$ cat config.mk
export PLATFORM = sky130hd
export DESIGN_NAME = hex_display_pager
export DESIGN_NICKNAME = d
export VERILOG_FILES = /design/src/rtl/debug_pkg.sv /design/src/rtl/key_debounce.sv /design/src/rtl/hex_display_pager.sv
export SDC_FILE = /design/constraint.sdc
export NUM_CORES = 1
export LEC_CHECK = 0
export CAP_MARGIN = 40
export CORE_ASPECT_RATIO = 1.1
export CORE_UTILIZATION = 50
export CTS_BUF_LIST = sky130_fd_sc_hd__clkbuf_16
export CTS_CLUSTER_DIAMETER = 40
export DETAILED_ROUTE_END_ITERATION = 6
export PLACE_DENSITY = 0.87
export SYNTH_ARGS = -nofsm -noshare
export SYNTH_HDL_FRONTEND = slang
export SYNTH_HIERARCHICAL = 1
export SYNTH_SLANG_ARGS = --single-unit
$ cat constraint.sdc
create_clock -name clk -period 3.9 [get_ports clk]
set_input_delay 0.39 -clock clk [delete_from_list [all_inputs] [get_ports clk]]
set_output_delay 0.39 -clock clk [all_outputs]
set_load 0.01 [all_outputs]
$ cat src/rtl/debug_pkg.sv
`default_nettype none
// ============================================================================
// Package  : debug_pkg
// Purpose  : Shared definitions for the CPU debug display path. Contains the
//            display word type and the key level encoding. It also holds the
//            default debounce and blank times for the board clock.
// Ports    : none (package)
// Revision : 1.0 - initial release
// ============================================================================
package debug_pkg;

  // Six hex digits, one nibble each.
  localparam int DISPLAY_W = 24;
  typedef logic [DISPLAY_W-1:0] disp_word_t;

  // Defaults for the board clock: 10 ms debounce and 50 ms blank at 50 MHz.
  localparam int DEF_DEBOUNCE_CYCLES = 500000;
  localparam int DEF_BLANK_CYCLES    = 2500000;

  // Push-buttons are active-low, so the idle (released) level is 1.
  typedef enum logic {
    KEY_PRESSED  = 1'b0,
    KEY_RELEASED = 1'b1
  } key_level_t;

endpackage : debug_pkg
`default_nettype wire

$ cat src/rtl/key_debounce.sv
`default_nettype none
// ============================================================================
// Module   : key_debounce
// Purpose  : Handles one active-low push-button. The raw input passes through
//            a 2-FF synchroniser and is then debounced. A one-cycle press
//            pulse is emitted when the debounced level goes from released to
//            pressed.
// Ports    : clk    in  1  system clock
//            reset  in  1  synchronous, active-high reset
//            key_n  in  1  raw active-low key (asynchronous, bouncy)
//            press  out 1  one-cycle pulse per accepted press
// Revision : 1.0 - initial release
// ============================================================================
module key_debounce
  import debug_pkg::*;
#(
  parameter int DEBOUNCE_CYCLES = DEF_DEBOUNCE_CYCLES
) (
  input  logic clk,
  input  logic reset,
  input  logic key_n,
  output logic press
);

  localparam int               CNT_W    = $clog2(DEBOUNCE_CYCLES + 1);
  localparam logic [CNT_W-1:0] CNT_LAST = CNT_W'(DEBOUNCE_CYCLES - 1);
  localparam logic [CNT_W-1:0] CNT_ONE  = CNT_W'(1);

  logic             sync_meta;
  logic             sync_key;
  key_level_t       stable;
  logic [CNT_W-1:0] cnt;

  // Sync FFs reset to the released level. A key that is still held when
  // reset is released therefore looks like a fresh press and gets a full
  // debounce.
  always_ff @(posedge clk) begin
    if (reset) begin
      sync_meta <= 1'b1;
      sync_key  <= 1'b1;
      stable    <= KEY_RELEASED;
      cnt       <= '0;
      press     <= 1'b0;
    end else begin
      sync_meta <= key_n;
      sync_key  <= sync_meta;
      press     <= 1'b0;
      if (sync_key == logic'(stable)) begin
        // Any bounce back to the accepted level restarts the qualification.
        cnt <= '0;
      end else if (cnt == CNT_LAST) begin
        // This is the DEBOUNCE_CYCLES-th consecutive cycle at the new level.
        cnt    <= '0;
        stable <= key_level_t'(sync_key);
        press  <= (sync_key == logic'(KEY_PRESSED));
      end else begin
        cnt <= cnt + CNT_ONE;
      end
    end
  end

endmodule : key_debounce
`default_nettype wire

$ cat src/rtl/hex_display_pager.sv
`default_nettype none
// ============================================================================
// Module   : hex_display_pager
// Purpose  : Registered source for the six-digit hex display driver. It
//            selects one of NUM_PAGES debug words. A debounced key steps
//            through the pages. Freeze holds the shown word. The display is
//            blanked for BLANK_CYCLES after each page change.
// Ports    : clk         in  1                system clock
//            reset       in  1                synchronous, active-high reset
//            enable      in  1                display enable (debug switch)
//            key_next_n  in  1                raw active-low page-step key
//            freeze      in  1                1 = hold displayed value
//            page_data   in  NUM_PAGES x 24   packed debug words
//            value       out 24               word to display driver
//            debug_en    out 1                display enable to driver
//            page        out PAGE_W           selected page index
// Revision : 1.0 - initial release
// ============================================================================
module hex_display_pager
  import debug_pkg::*;
#(
  parameter int NUM_PAGES       = 4,
  parameter int PAGE_W          = $clog2(NUM_PAGES),
  parameter int DEBOUNCE_CYCLES = DEF_DEBOUNCE_CYCLES,
  parameter int BLANK_CYCLES    = DEF_BLANK_CYCLES
) (
  input  logic                                clk,
  input  logic                                reset,
  input  logic                                enable,
  input  logic                                key_next_n,
  input  logic                                freeze,
  input  logic [NUM_PAGES-1:0][DISPLAY_W-1:0] page_data,
  output disp_word_t                          value,
  output logic                                debug_en,
  output logic [PAGE_W-1:0]                   page
);

  // Keep at least one bit so that BLANK_CYCLES = 0 still elaborates.
  localparam int BLANK_W = (BLANK_CYCLES > 0) ? $clog2(BLANK_CYCLES + 1) : 1;

  localparam logic [BLANK_W-1:0] BLANK_LOAD = BLANK_W'(BLANK_CYCLES);
  localparam logic [BLANK_W-1:0] BLANK_ONE  = BLANK_W'(1);
  localparam logic [PAGE_W-1:0]  PAGE_LAST  = PAGE_W'(NUM_PAGES - 1);
  localparam logic [PAGE_W-1:0]  PAGE_ONE   = PAGE_W'(1);

  logic               press;
  logic [BLANK_W-1:0] blank_cnt;
  disp_word_t         page_word;

  key_debounce #(
    .DEBOUNCE_CYCLES(DEBOUNCE_CYCLES)
  ) u_key_next (
    .clk  (clk),
    .reset(reset),
    .key_n(key_next_n),
    .press(press)
  );

  // Explicit compare-and-select mux. Page codes at or above NUM_PAGES fall
  // through to zero, so value can never pick up X from an unmatched index.
  always_comb begin
    page_word = '0;
    for (int i = 0; i < NUM_PAGES; i++) begin
      if (page == i[PAGE_W-1:0]) begin
        page_word = page_data[i];
      end
    end
  end

  always_ff @(posedge clk) begin
    if (reset) begin
      page      <= '0;
      blank_cnt <= '0;
      value     <= '0;
      debug_en  <= 1'b0;
    end else begin
      if (press) begin
        page      <= (page == PAGE_LAST) ? '0 : page + PAGE_ONE;
        // Reload, not accumulate: a press during a blank restarts the blank.
        blank_cnt <= BLANK_LOAD;
      end else if (blank_cnt != '0) begin
        blank_cnt <= blank_cnt - BLANK_ONE;
      end

      // Uses the page before any step in this cycle, so a step together
      // with a freeze rise holds the word from before the step.
      if (!freeze) begin
        value <= page_word;
      end

      debug_en <= enable && (blank_cnt == '0);
    end
  end

endmodule : hex_display_pager
`default_nettype wire

==> results.yml <==
synthesis:
  synth-seq-cells: 72
  synth_area_leaders: "dfxtp_1 38%, a221oi_1 11%, a21oi_1 5.7%, inv_1 5.4%, a211o_1 5.3%"
  yosysTopAreaCell: "dfxtp_1"
  synthAdderAreaFrac: 0.0230
  syn_area_um2: 3800
  synthSimpleGateAreaFrac: 0.176
  synth_edf_count: 0
  syn-num-nets: 558
  syn_inst: 450
  avgSynthCellArea_um2: 8.45
  synth_top_area_frac: 0.379
  synth-compound-area-share: 0.253
  ys_types: 46
  async_flop_share: 0
  synth_top_family_by_area: "compound AO/OA/AOI/OAI gates"
  yosys_most_used_dff: "dfxtp_1"
  synthMostInstantiatedCell: "dfxtp_1"
  synthMuxAreaShare: 0.00790
  yosysWarnings: 6
  seq_area_frac_synth: 0.379
  synthTopCellsByCount: "72 x dfxtp_1, 55 x inv_1, 46 x a221oi_1"
  synth-xor-area-share: 0.0714
sta:
  grt_setup_unrepaired: "no"
  max_slew_margin: 0.474
  finalHoldWorstSlack_ns: 0.419
  max_freq_ghz: 0.433
  finalCritPeriodShare: 0.592
  finalSetupTns_ns: 0
  slew_viol_final: 0
  setup_viol: 0
  hold_viol: 0
  tightest_slew_ns: 0.783
  fin_crit_ns: 2.31
  fin_worst_skew_ns: 0.00739
floorplanning:
  num_rows: 32
  die_h_um: 93.5
  die_area_um2: 7960
  top_level_ports: 128
  die-width_um: 85.1
  start_util: 0.531
  coreArea_um2: 7170
global_routing:
  grt_max_degree: 49
  grt-ovfl-total: 0
  grt_pass1_vias: 3848
  grt_pass1_wl_um: 18400
  antenna_found_initial: 0
  grt.total_usage: 0.291
hold_path:
  hold_path_depth: 1
  hp-start: "u_key_next/sync_meta"
  min_path_type: "reg2reg"
  min_to: "u_key_next/sync_key"
critical_path:
  end_kind: "register"
  cp_max_fo: 10
  critical_path_class: "reg2reg"
  worstPathRequired_ns: 4.08
  r2r_slack_ns: 1.59
  cp_slowest_cell: "nor4_2"
  slowest_delay_ns: 0.68
  cp_data_arrival_time_ns: 2.49
  rr_startpoint: "blank_cnt[16]"
  reg2reg_to: "blank_cnt[7]"
  crit_chain: "or4_4, nor4_2, a2111oi_0, xnor2_1, a21oi_1"
  worst-r2r-cell-count: 5
  critPathLaunchType: "register"
placed_design:
  dpl.hpwl_um: 8140
  placed_area_um2: 5110
  place_congestion: 0.852
  io_buffers: 127
power_and_ir_drop:
  power_mw: 2.84
  vdd_drop_max_mv: 0.391
  p_leak_nw: 2.04
  power_density_nw_per_um2: 526
clock_tree:
  post_cts_resized: 0
  cts-htree-levels: 3
  clock_latency_ns: 0.33
  cts_tree: "done"
  cts-root-buf: "clkbuf_16"
  ctsLongestPathBuffers: 2
  clkTransAtPathRegs_ns: 0.06
  hold_buffers: 0
  cts_num_sinks: 72
  cts_buffers: 9
  cts_setup_buffers: 0
final_layout:
  multi_input_area_um2: 2020
  ff_latch_area_um2: 1440
  drive_above_1_share: 0.0561
  fin_area_um2: 5400
  diodes: 0
  num-nets-final: 673
  areaGrowthSynthToFinish_pct: 42.1
  nFillCells: 502
routing:
  viasPerCell: 6.02
  firstDrtPassIters: 5
  finalWirelength_um: 11400
  ant_nets: 0
  vias: 3941
  dr.first_iter.drc_count: 257
  drc_errors: 0
  wl_per_cell_um: 17.4
run_status:
  status: "completed"
run:
  cap_violations: 0
==> state kept, by name, indices dropped and copies added, names as in the netlist <==
register,cells
u_key_next/press,1
u_key_next/sync_key,1
blank_cnt,22
u_key_next/cnt,19
debug_en,1
u_key_next/stable,1
value,24
u_key_next/sync_meta,1
page,2
==> cells in the final DEF (no fill, tap or decap), drive strengths merged, types with 5 or more instances in the layout <==
| master | n |
|---|---|
| buf | 7 |
| a211o | 23 |
| clkbuf | 9 |
| a221oi | 46 |
| ha | 7 |
| dfxtp | 72 |
| inv | 55 |
| nand2 | 10 |
| clkdlybuf4s50 | 127 |
| or4 | 6 |
| xor2 | 8 |
| xnor2 | 23 |
| nor3 | 14 |
| nor4 | 9 |
| nand3 | 10 |
| nand4 | 8 |
| a21oi | 43 |
| clkinv | 5 |
| nor2 | 40 |
==> area by class of cell <==
class	count	share of cell area
clock buffers	9	0.0417
flip-flops and latches	72	0.267
inverters	55	0.0382
multi-input cells	293	0.374
clock inverters	7	0.0116
well taps	85	0.0197
repair buffers	134	0.248
==> through the flow <==
step	std cells	util	setup slack [ns]
after detailed placement	639	0.714	1.61
after CTS	655	0.754	1.62
final	655	0.754	1.59
after global placement	637	0.709	1.69
after floorplan	450	-	1.74
after global routing	655	0.754	1.43
==> how the worst max path moves through the flow <==
stage / from / end / slack [ns] / cells after the start
4_1_cts: page[0] / value[20] / 1.62 / 6
5_1_grt: blank_cnt[16] / blank_cnt[13] / 1.43 / 5
3_5_place_dp: page[0] / value[16] / 1.61 / 6
2_1_floorplan: blank_cnt[16] / blank_cnt[2] / 1.74 / 6
6_report: blank_cnt[16] / blank_cnt[7] / 1.59 / 5
3_3_place_gp: page[1] / value[23] / 1.69 / 7
==> per-layer routing <==
metal	GRT usage	vias up	wire, µm
li1	-	1872	-
met1	0.329	1841	4440
met2	0.526	192	5730
met3	0.0609	36	886
met4	0.127	0	369
met5	0	-	0
==> worst max-delay path, delay by kind of cell, from the launching register on <==
kind	cells	cell delay, ns
AOI/OAI and AO/OA	2	0.37
xor gates and xnor gates	1	0.21
DFF	1	0.34
and+or+nand+nor	2	1.25
==> kinds of logic after synthesis <==
group | Yosys count
multiplexers | 3
AO/OA/AOI/OAI | 129
adder cells (fa/ha/maj) | 7
AND/OR/NAND/NOR | 123
flip-flops | 72
XOR/XNOR | 31
buffers and inverters | 85
==> power breakdown <==
part	switching, mW	internal, mW	total (mW)
clock network	0.306	0.488	0.794
registers	0.114	0.853	0.967
logic	0.587	0.492	1.08
(Power assumes the default switching activity.)
